<file path="config.mk">
export PLATFORM = sky130hd
export DESIGN_NAME = boot_sequencer
export DESIGN_NICKNAME = d
export VERILOG_FILES = /design/src/rtl/boot_pkg.sv /design/src/rtl/sw_debounce.sv /design/src/rtl/boot_sequencer.sv
export SDC_FILE = /design/constraint.sdc
export NUM_CORES = 1
export LEC_CHECK = 0
export CORE_MARGIN = 8
export CORE_UTILIZATION = 45
export CTS_CLUSTER_DIAMETER = 60
export DETAILED_ROUTE_END_ITERATION = 10
export GPL_TIMING_DRIVEN = 0
export PLACE_DENSITY = 0.68
export SETUP_SLACK_MARGIN = 0.4
export SYNTH_ARGS = -nofsm -noshare
export SYNTH_HDL_FRONTEND = slang
export SYNTH_SLANG_ARGS = --single-unit
</file>
<file path="constraint.sdc">
create_clock -name clk -period 3 [get_ports clk]
set_input_delay 0.6 -clock clk [delete_from_list [all_inputs] [get_ports clk]]
set_output_delay 0.6 -clock clk [all_outputs]
set_load 0.01 [all_outputs]
</file>
<file path="src/rtl/boot_pkg.sv">
// Shared types and default parameter values for the boot sequencer.
package boot_pkg;

  typedef enum logic [2:0] {
    ST_DELAY  = 3'd0,
    ST_ARMED  = 3'd1,
    ST_LAUNCH = 3'd2,
    ST_RUN    = 3'd3,
    ST_HALTED = 3'd4
  } state_e;

  localparam int unsigned DELAY_DEF      = 1000;
  localparam int unsigned DEB_CYCLES_DEF = 16;
  localparam logic [7:0]  TRIG_BYTE_DEF  = 8'h99;

endpackage

</file>
<file path="src/rtl/sw_debounce.sv">
// Two-flop synchroniser plus debouncer for a raw push-button; emits the
// accepted level and a one-cycle pulse on its rising edge.
module sw_debounce
  import boot_pkg::*;
#(
  parameter int unsigned DEB_CYCLES = DEB_CYCLES_DEF
) (
  input  logic clk,
  input  logic rst,
  input  logic sw_i,
  output logic level_o,
  output logic rise_o
);

  localparam int unsigned CW = $clog2(DEB_CYCLES);
  localparam logic [CW-1:0] CNT_LAST = CW'(DEB_CYCLES - 1);

  logic [1:0]    sync_q;
  logic          lvl_q, lvl_d;
  logic [CW-1:0] cnt_q, cnt_d;
  logic          rise_q;

  // Any cycle where the synchronised input agrees with the level restarts the count.
  always_comb begin
    lvl_d = lvl_q;
    cnt_d = '0;
    if (sync_q[1] != lvl_q) begin
      if (cnt_q == CNT_LAST) lvl_d = sync_q[1];
      else                   cnt_d = cnt_q + CW'(1);
    end
  end

  always_ff @(posedge clk or posedge rst) begin
    if (rst) begin
      sync_q <= '0;
      lvl_q  <= 1'b0;
      cnt_q  <= '0;
      rise_q <= 1'b0;
    end else begin
      sync_q <= {sync_q[0], sw_i};
      lvl_q  <= lvl_d;
      cnt_q  <= cnt_d;
      rise_q <= lvl_d & ~lvl_q;
    end
  end

  assign level_o = lvl_q;
  assign rise_o  = rise_q;

endmodule

</file>
<file path="src/rtl/boot_sequencer.sv">
// Post-reset delay, then launches NCORE cores and tracks them until all halt.
// Optional UART byte trigger enabled by defining BOOT_UART_TRIGGER_EN.
module boot_sequencer
  import boot_pkg::*;
#(
  parameter int unsigned DELAY      = DELAY_DEF,
  parameter int unsigned CNT_W      = 16,
  parameter int unsigned NCORE      = 1,
  parameter int unsigned AUTO_START = 1,
  parameter int unsigned DEB_CYCLES = DEB_CYCLES_DEF,
  parameter logic [7:0]  TRIG_BYTE  = TRIG_BYTE_DEF
) (
  input  logic             clk,
  input  logic             rst,
  input  logic             sw_c,
  input  logic [NCORE-1:0] halt,
  input  logic [7:0]       uart_recv_data,
  input  logic             uart_recv_valid,
  output logic             uart_recv_ready,
  output logic [NCORE-1:0] start_pulse,
  output logic [NCORE-1:0] running,
  output logic [2:0]       state_dbg
);

  localparam logic [CNT_W-1:0] CNT_LAST = CNT_W'(DELAY - 1);

  state_e           state_q, state_d;
  logic [CNT_W-1:0] cnt_q, cnt_d;
  logic [NCORE-1:0] running_q, running_d;
  logic             rel_q;
  logic             sw_rise;
  logic             deb_level_unused;
  logic             uart_trig;
  logic             trig;

  sw_debounce #(
    .DEB_CYCLES(DEB_CYCLES)
  ) u_sw_debounce (
    .clk    (clk),
    .rst    (rst),
    .sw_i   (sw_c),
    .level_o(deb_level_unused),
    .rise_o (sw_rise)
  );

`ifdef BOOT_UART_TRIGGER_EN
  assign uart_recv_ready = (state_q == ST_ARMED) || (state_q == ST_HALTED);
  assign uart_trig       = uart_recv_ready && uart_recv_valid &&
                           (uart_recv_data == TRIG_BYTE);
`else
  logic uart_unused;
  assign uart_unused     = ^{uart_recv_data, uart_recv_valid};
  assign uart_recv_ready = 1'b0;
  assign uart_trig       = 1'b0;
`endif

  // Both sources are OR-ed, so simultaneous triggers collapse into one launch.
  assign trig = sw_rise | uart_trig;

  // The first edge after reset release only sets rel_q; counting starts on the next,
  // so the launch lands DELAY+1 edges after release.
  always_ff @(posedge clk or posedge rst) begin
    if (rst) rel_q <= 1'b0;
    else     rel_q <= 1'b1;
  end

  always_comb begin
    state_d   = state_q;
    cnt_d     = cnt_q;
    running_d = running_q;
    unique case (state_q)
      ST_DELAY: begin
        if (rel_q) begin
          cnt_d = cnt_q + CNT_W'(1);
          if (cnt_q == CNT_LAST) begin
            cnt_d   = '0;
            state_d = (AUTO_START != 0) ? ST_LAUNCH : ST_ARMED;
          end
        end
      end
      ST_ARMED, ST_HALTED: begin
        if (trig) state_d = ST_LAUNCH;
      end
      ST_LAUNCH: state_d = ST_RUN;
      ST_RUN: begin
        running_d = running_q & ~halt;
        if (running_d == '0) state_d = ST_HALTED;
      end
      default: state_d = ST_DELAY;
    endcase
    // Entering LAUNCH sets every core; halts seen during LAUNCH are not applied.
    if (state_d == ST_LAUNCH) running_d = '1;
  end

  always_ff @(posedge clk or posedge rst) begin
    if (rst) begin
      state_q   <= ST_DELAY;
      cnt_q     <= '0;
      running_q <= '0;
    end else begin
      state_q   <= state_d;
      cnt_q     <= cnt_d;
      running_q <= running_d;
    end
  end

  assign start_pulse = {NCORE{state_q == ST_LAUNCH}};
  assign running     = running_q;
  assign state_dbg   = state_q;

endmodule

</file>
After elaboration in Yosys (flattened, before gate mapping)
Index checks and enable logic that the tools add are counted.

operators by class
  add/subtract/negate cells = 2
  multiply operators = 0
  div/mod/pow operators = 0
  magnitude comparators = 0
  equal/unequal tests = 8
  shift operators = 0
  muxes and demuxes = 12
  bitwise logic cells = 4
  reduce and logical (&&, ||, !) cells = 4

operator list
  cell                                              number
  adder 16 x 1 -> 16 bit (second input constant)    1
  == test 16 x 10 -> 1 bit (second input constant)  1
  two-way mux 16 bit                                1
  two-way mux 3 bit                                 4
  one-hot mux 3 bit (4 select lines)                1
  == test 3 x 2 -> 1 bit (second input constant)    3
  two-way mux 4 bit                                 2
  adder 4 x 1 -> 4 bit (second input constant)      1
  == test 4 bit (second input constant)             1
  two-way mux 1 bit                                 4
  == test 3 x 1 -> 1 bit (second input constant)    1
  == test 3 bit (second input constant)             1
  zero test 3 bit                                   1
  bitwise AND 1 bit                                 2
  NOT 1 bit                                         2
  AND reduction 2 bit                               1
  nonzero test 2 bit                                1
  OR reduction 2 bit                                1
  != test 1 bit                                     1

storage, ports and cells
  flip-flop bits (word level) = 29
  bits in latches = 0
  RAM bits = 0
  memory bits (read-only) = 0
  memories = 0

Depth between registers and ports, before layout
  depth in word-level cells = 6
  mapped depth = 6

Hierarchy
Synthesis repeated with hierarchy kept, for this count alone.

second synthesis, totals
  cell total of the unflattened synthesis = 132
  area, all modules = 1371.3 um2

modules (own cells, without submodules)
  module          times used  cells each  area an instance (um2)  sequential area each (um2)
  boot_sequencer  1           109         1056.0                  525.5
  sw_debounce     1           23          315.3                   200.2

Worst setup path before layout
OpenSTA, ideal clock, no wires.

  path kind = register to register
  start point = register state_q[0] (netlist: state_dbg[0])
  end point = register cnt_q[13]
  setup time = 0.079 ns
  arrival = 1.892 ns
  path slack = 1.029 ns
  stages on the path, launching flop included = 6
  clock period less this slack = 1.971 ns
  cell sequence = dfrtp_1 -> buf_6 -> or4b_4 -> or4_4 -> nor3_2 -> xor2_1

between the ends
  longest elaborated chain between the ends = 2

RTL lines
  element                        line                   text
  start: declaration             boot_sequencer.sv:27   state_e state_q, state_d;
  start signal: assignment       boot_sequencer.sv:101  state_q <= state_d;
  zero test 3 bit                boot_sequencer.sv:71   unique case (state_q)
  AND reduction 2 bit (no line)  -
  end signal: assignment         boot_sequencer.sv:102  cnt_q <= cnt_d;
  end: declaration               boot_sequencer.sv:28   logic [CNT_W-1:0] cnt_q, cnt_d;

No other way between the ends.
A chain may end at the register's enable or synchronous reset.

Worst setup path after layout
  start point = register state_q[2] (netlist: state_dbg[2])
  end point = output start_pulse

between the ends
  longest elaborated chain between the ends = 1

RTL lines
  element                 line                   text
  == test 3 x 2 -> 1 bit  boot_sequencer.sv:107  assign start_pulse = {NCORE{state_q == ST_LAUNCH}};
  end: declaration        boot_sequencer.sv:20   output logic [NCORE-1:0] start_pulse,

No other way between the ends.

==> reports/metrics.csv <==
metric,value,unit
io_pins,19,
slew_viol_final,0,
synth_top_cell_by_area,dfrtp_1,
synth_nets,142,
critPathKind,reg -> out,
antenna_left,0,
critPathCaptureType,output port,
die_x,71.23,um
status,"complete, no violations",
ir_worst_vdd,226.4,uV
crit_required,2.40,ns
antenna_found_initial,0,
slew_headroom,0.2929,
vias_per_cell,5.381,
htreeDepth,2,
finalHoldViolCount,0,
synthTopCellsByArea,"dfrtp_1 (53%), xnor2_1 (6.4%), xor2_1 (3.8%), nand2_1 (2.7%), nor2_1 (2.5%)",
post-synth-top-count-cell,dfrtp_1,
hold_slack,0.3593,ns
cts_setup_buffers,0,
path_cells,buf_2 -> nand2b_1 -> nor2_1 -> clkdlybuf4s50_1,
cp_max_fo,9,
max_freq,437.8,MHz
drc,0,
muxShareOfSynthArea,0.008204,
drive_above_1_share,0.1329,
synth_cell_types,39,
routabilityCongestion,0.7913,
async_reset_ff_frac,1.000,
finalSetupViolCount,0,
ctsResizeCount,0,
grt_pass1_vias,911,
core,2978,um2
gr-usage-all-layers,0.1050,
initial_core_util,0.4609,
dieArea,5074,um2
grt_overflow,0,
max_cap_viol_count,0,
syn_area,1373,um2
synth-edff-count,0,
wl,2342,um
yosysSeqAreaShare,0.5287,
via_count,947,
synth.avg_cell_area,10.81,um2
clkSinkCount,29,
clkTransAtPathRegs,0.09,ns
hold_path_class,reg -> reg,
min_period,2.284,ns
clockBufferDepth,2,
synth-adder-area-share,0.01823,
cts_tree,yes,
cp_num_buf_inv,2,
fp.dieH,71.23,um
synth_ff_type,dfrtp_1,
port_buffers,8,
final.fill_count,268,
synth-compound-area-share,0.06563,
setup_tns,0,ns
drt_iter0_drc,23,
yosys-top-cells-count,"dfrtp_1 (29), nand2_1 (10), xnor2_1 (10)",
core.rowCount,20,
leakagePower,0.0006839,uW
final_util,0.5189,
ys_seq_elements,29,
cp-start-kind,flip-flop,
synthCells,127,
num_antenna_cells,0,
synth_xor_xnor_area_share,0.1021,
numCtsBuffers,5,
avgRoutedWirePerCell,13.31,um
syn2layout_area_growth,12.58,%
skew,0.01510,ns
cpPeakStageDelay,0.54,ns
path_delay_family,buffers and inverters,
arrival,1.68,ns
synth_top_family_by_area,simple AND/OR/NAND/NOR gates,
slowest_stage,clkdlybuf4s50_1,
period_share,0.7613,
cts-root-buf,clkbuf_4,
grt_pass1_wl,4209,um
power.density,515.3,nW/um2
synth_top_area_frac,0.5287,
tightestPinTransition,1.059,ns
dr.pass1.iters,4,
final_nets,157,
ys.warnings.count,0,
hold_buffers,0,
grt_start_max_net_pins,30,
post-dp-hpwl,1681,um
rsz0062_at_grt,false,
clk_latency,0.33,ns
synthSimpleGateAreaFrac,0.2370,
path summary, 6_finish.rpt:
path                                               from                 endpoint  slack (ns)  depth (start not counted)
worst max-delay path                       state_dbg[2]              start_pulse        0.72                          4
worst min-delay path            u_sw_debounce.sync_q[0]  u_sw_debounce.sync_q[1]        0.36                          0
worst max register to register                cnt_q[12]                  running        0.93                          5
worst min register to register  u_sw_debounce.sync_q[0]  u_sw_debounce.sync_q[1]        0.36                          0
max in group asynchronous                           rst                 cnt_q[0]        1.52                          2
min in group asynchronous                           rst                 cnt_q[5]        0.83                          2
logic make-up (layout without fill, tap and decap cells):
family	count (synthesis)	count (layout)
simple gates	53	53
flops	29	29
xor+xnor	16	16
compound gates	15	15
buf+inv	9	25
fa+ha+maj	2	2
other cells	2	2
mux	1	1
final cells by class:
cell class / count / area (um2) / area share
Buffer: 5 / 32.53 / 0.02105
Clock buffer: 6 / 41.29 / 0.02672
Clock inverter: 2 / 10.01 / 0.006478
Inverter: 4 / 15.01 / 0.009717
Multi-Input combinational cell: 89 / 599.3 / 0.3879
Sequential cell: 29 / 725.7 / 0.4696
Tap cell: 33 / 41.29 / 0.02672
Timing Repair Buffer: 8 / 80.08 / 0.05182
registers in the layout, indices dropped and copies added (netlist names):
register	count
u_sw_debounce.level_o	1
running	1
state_dbg	3
u_sw_debounce.cnt_q	4
rel_q	1
u_sw_debounce.rise_o	1
u_sw_debounce.sync_q	2
cnt_q	16
routing by layer:
layer | up-vias | track usage | routed length (um)
met1 | 460 | 0.1247 | 1093
met3 | 5 | 0.04463 | 94
met2 | 9 | 0.1592 | 1112
met4 | 0 | 0.05081 | 41
li1 | 473 | - | -
met5 | - | 0 | 0
placed cells by master (no fill, tap or decap), drive strengths merged, types with 2 or more instances in the layout:
master,n
nor3,5
xnor2,10
conb,2
nand4,3
or4,3
nand3,6
clkbuf,7
nor2b,2
nor4,4
inv,4
clkinv,2
nand2,10
buf,4
nor3b,2
nor2,9
a21oi,6
ha,2
dfrtp,29
o21ai,5
clkdlybuf4s50,8
xor2,6
worst register-to-register path: cells and delay by family, from the launching register on:
kind                   cells  cell delay (ns)
buffers and inverters      1             0.28
DFF                        1             0.43
and+or+nand+nor            4             1.31
through the flow:
step                      area [um2]  cells  setup slack [ns]  total power, uW
after floorplan                 1373    127             1.029            553.0
after global placement          1494    168            0.9363            576.5
after detailed placement        1494    168            0.9578            582.6
after CTS                       1545    176            0.6939            806.3
after global routing            1545    176            0.5972            841.6
final                           1545    176            0.7160            796.3
power breakdown:
| group | switching [uW] | leakage (uW) | internal, uW |
|---|---|---|---|
| registers | 42.2 | 0.000381 | 430 |
| clock network | 132 | 0.0000320 | 89.0 |
| logic | 55.2 | 0.000270 | 47.8 |
| total | 230 | 0.000684 | 567 |
Note: power is estimated with default switching activity, not from simulation.
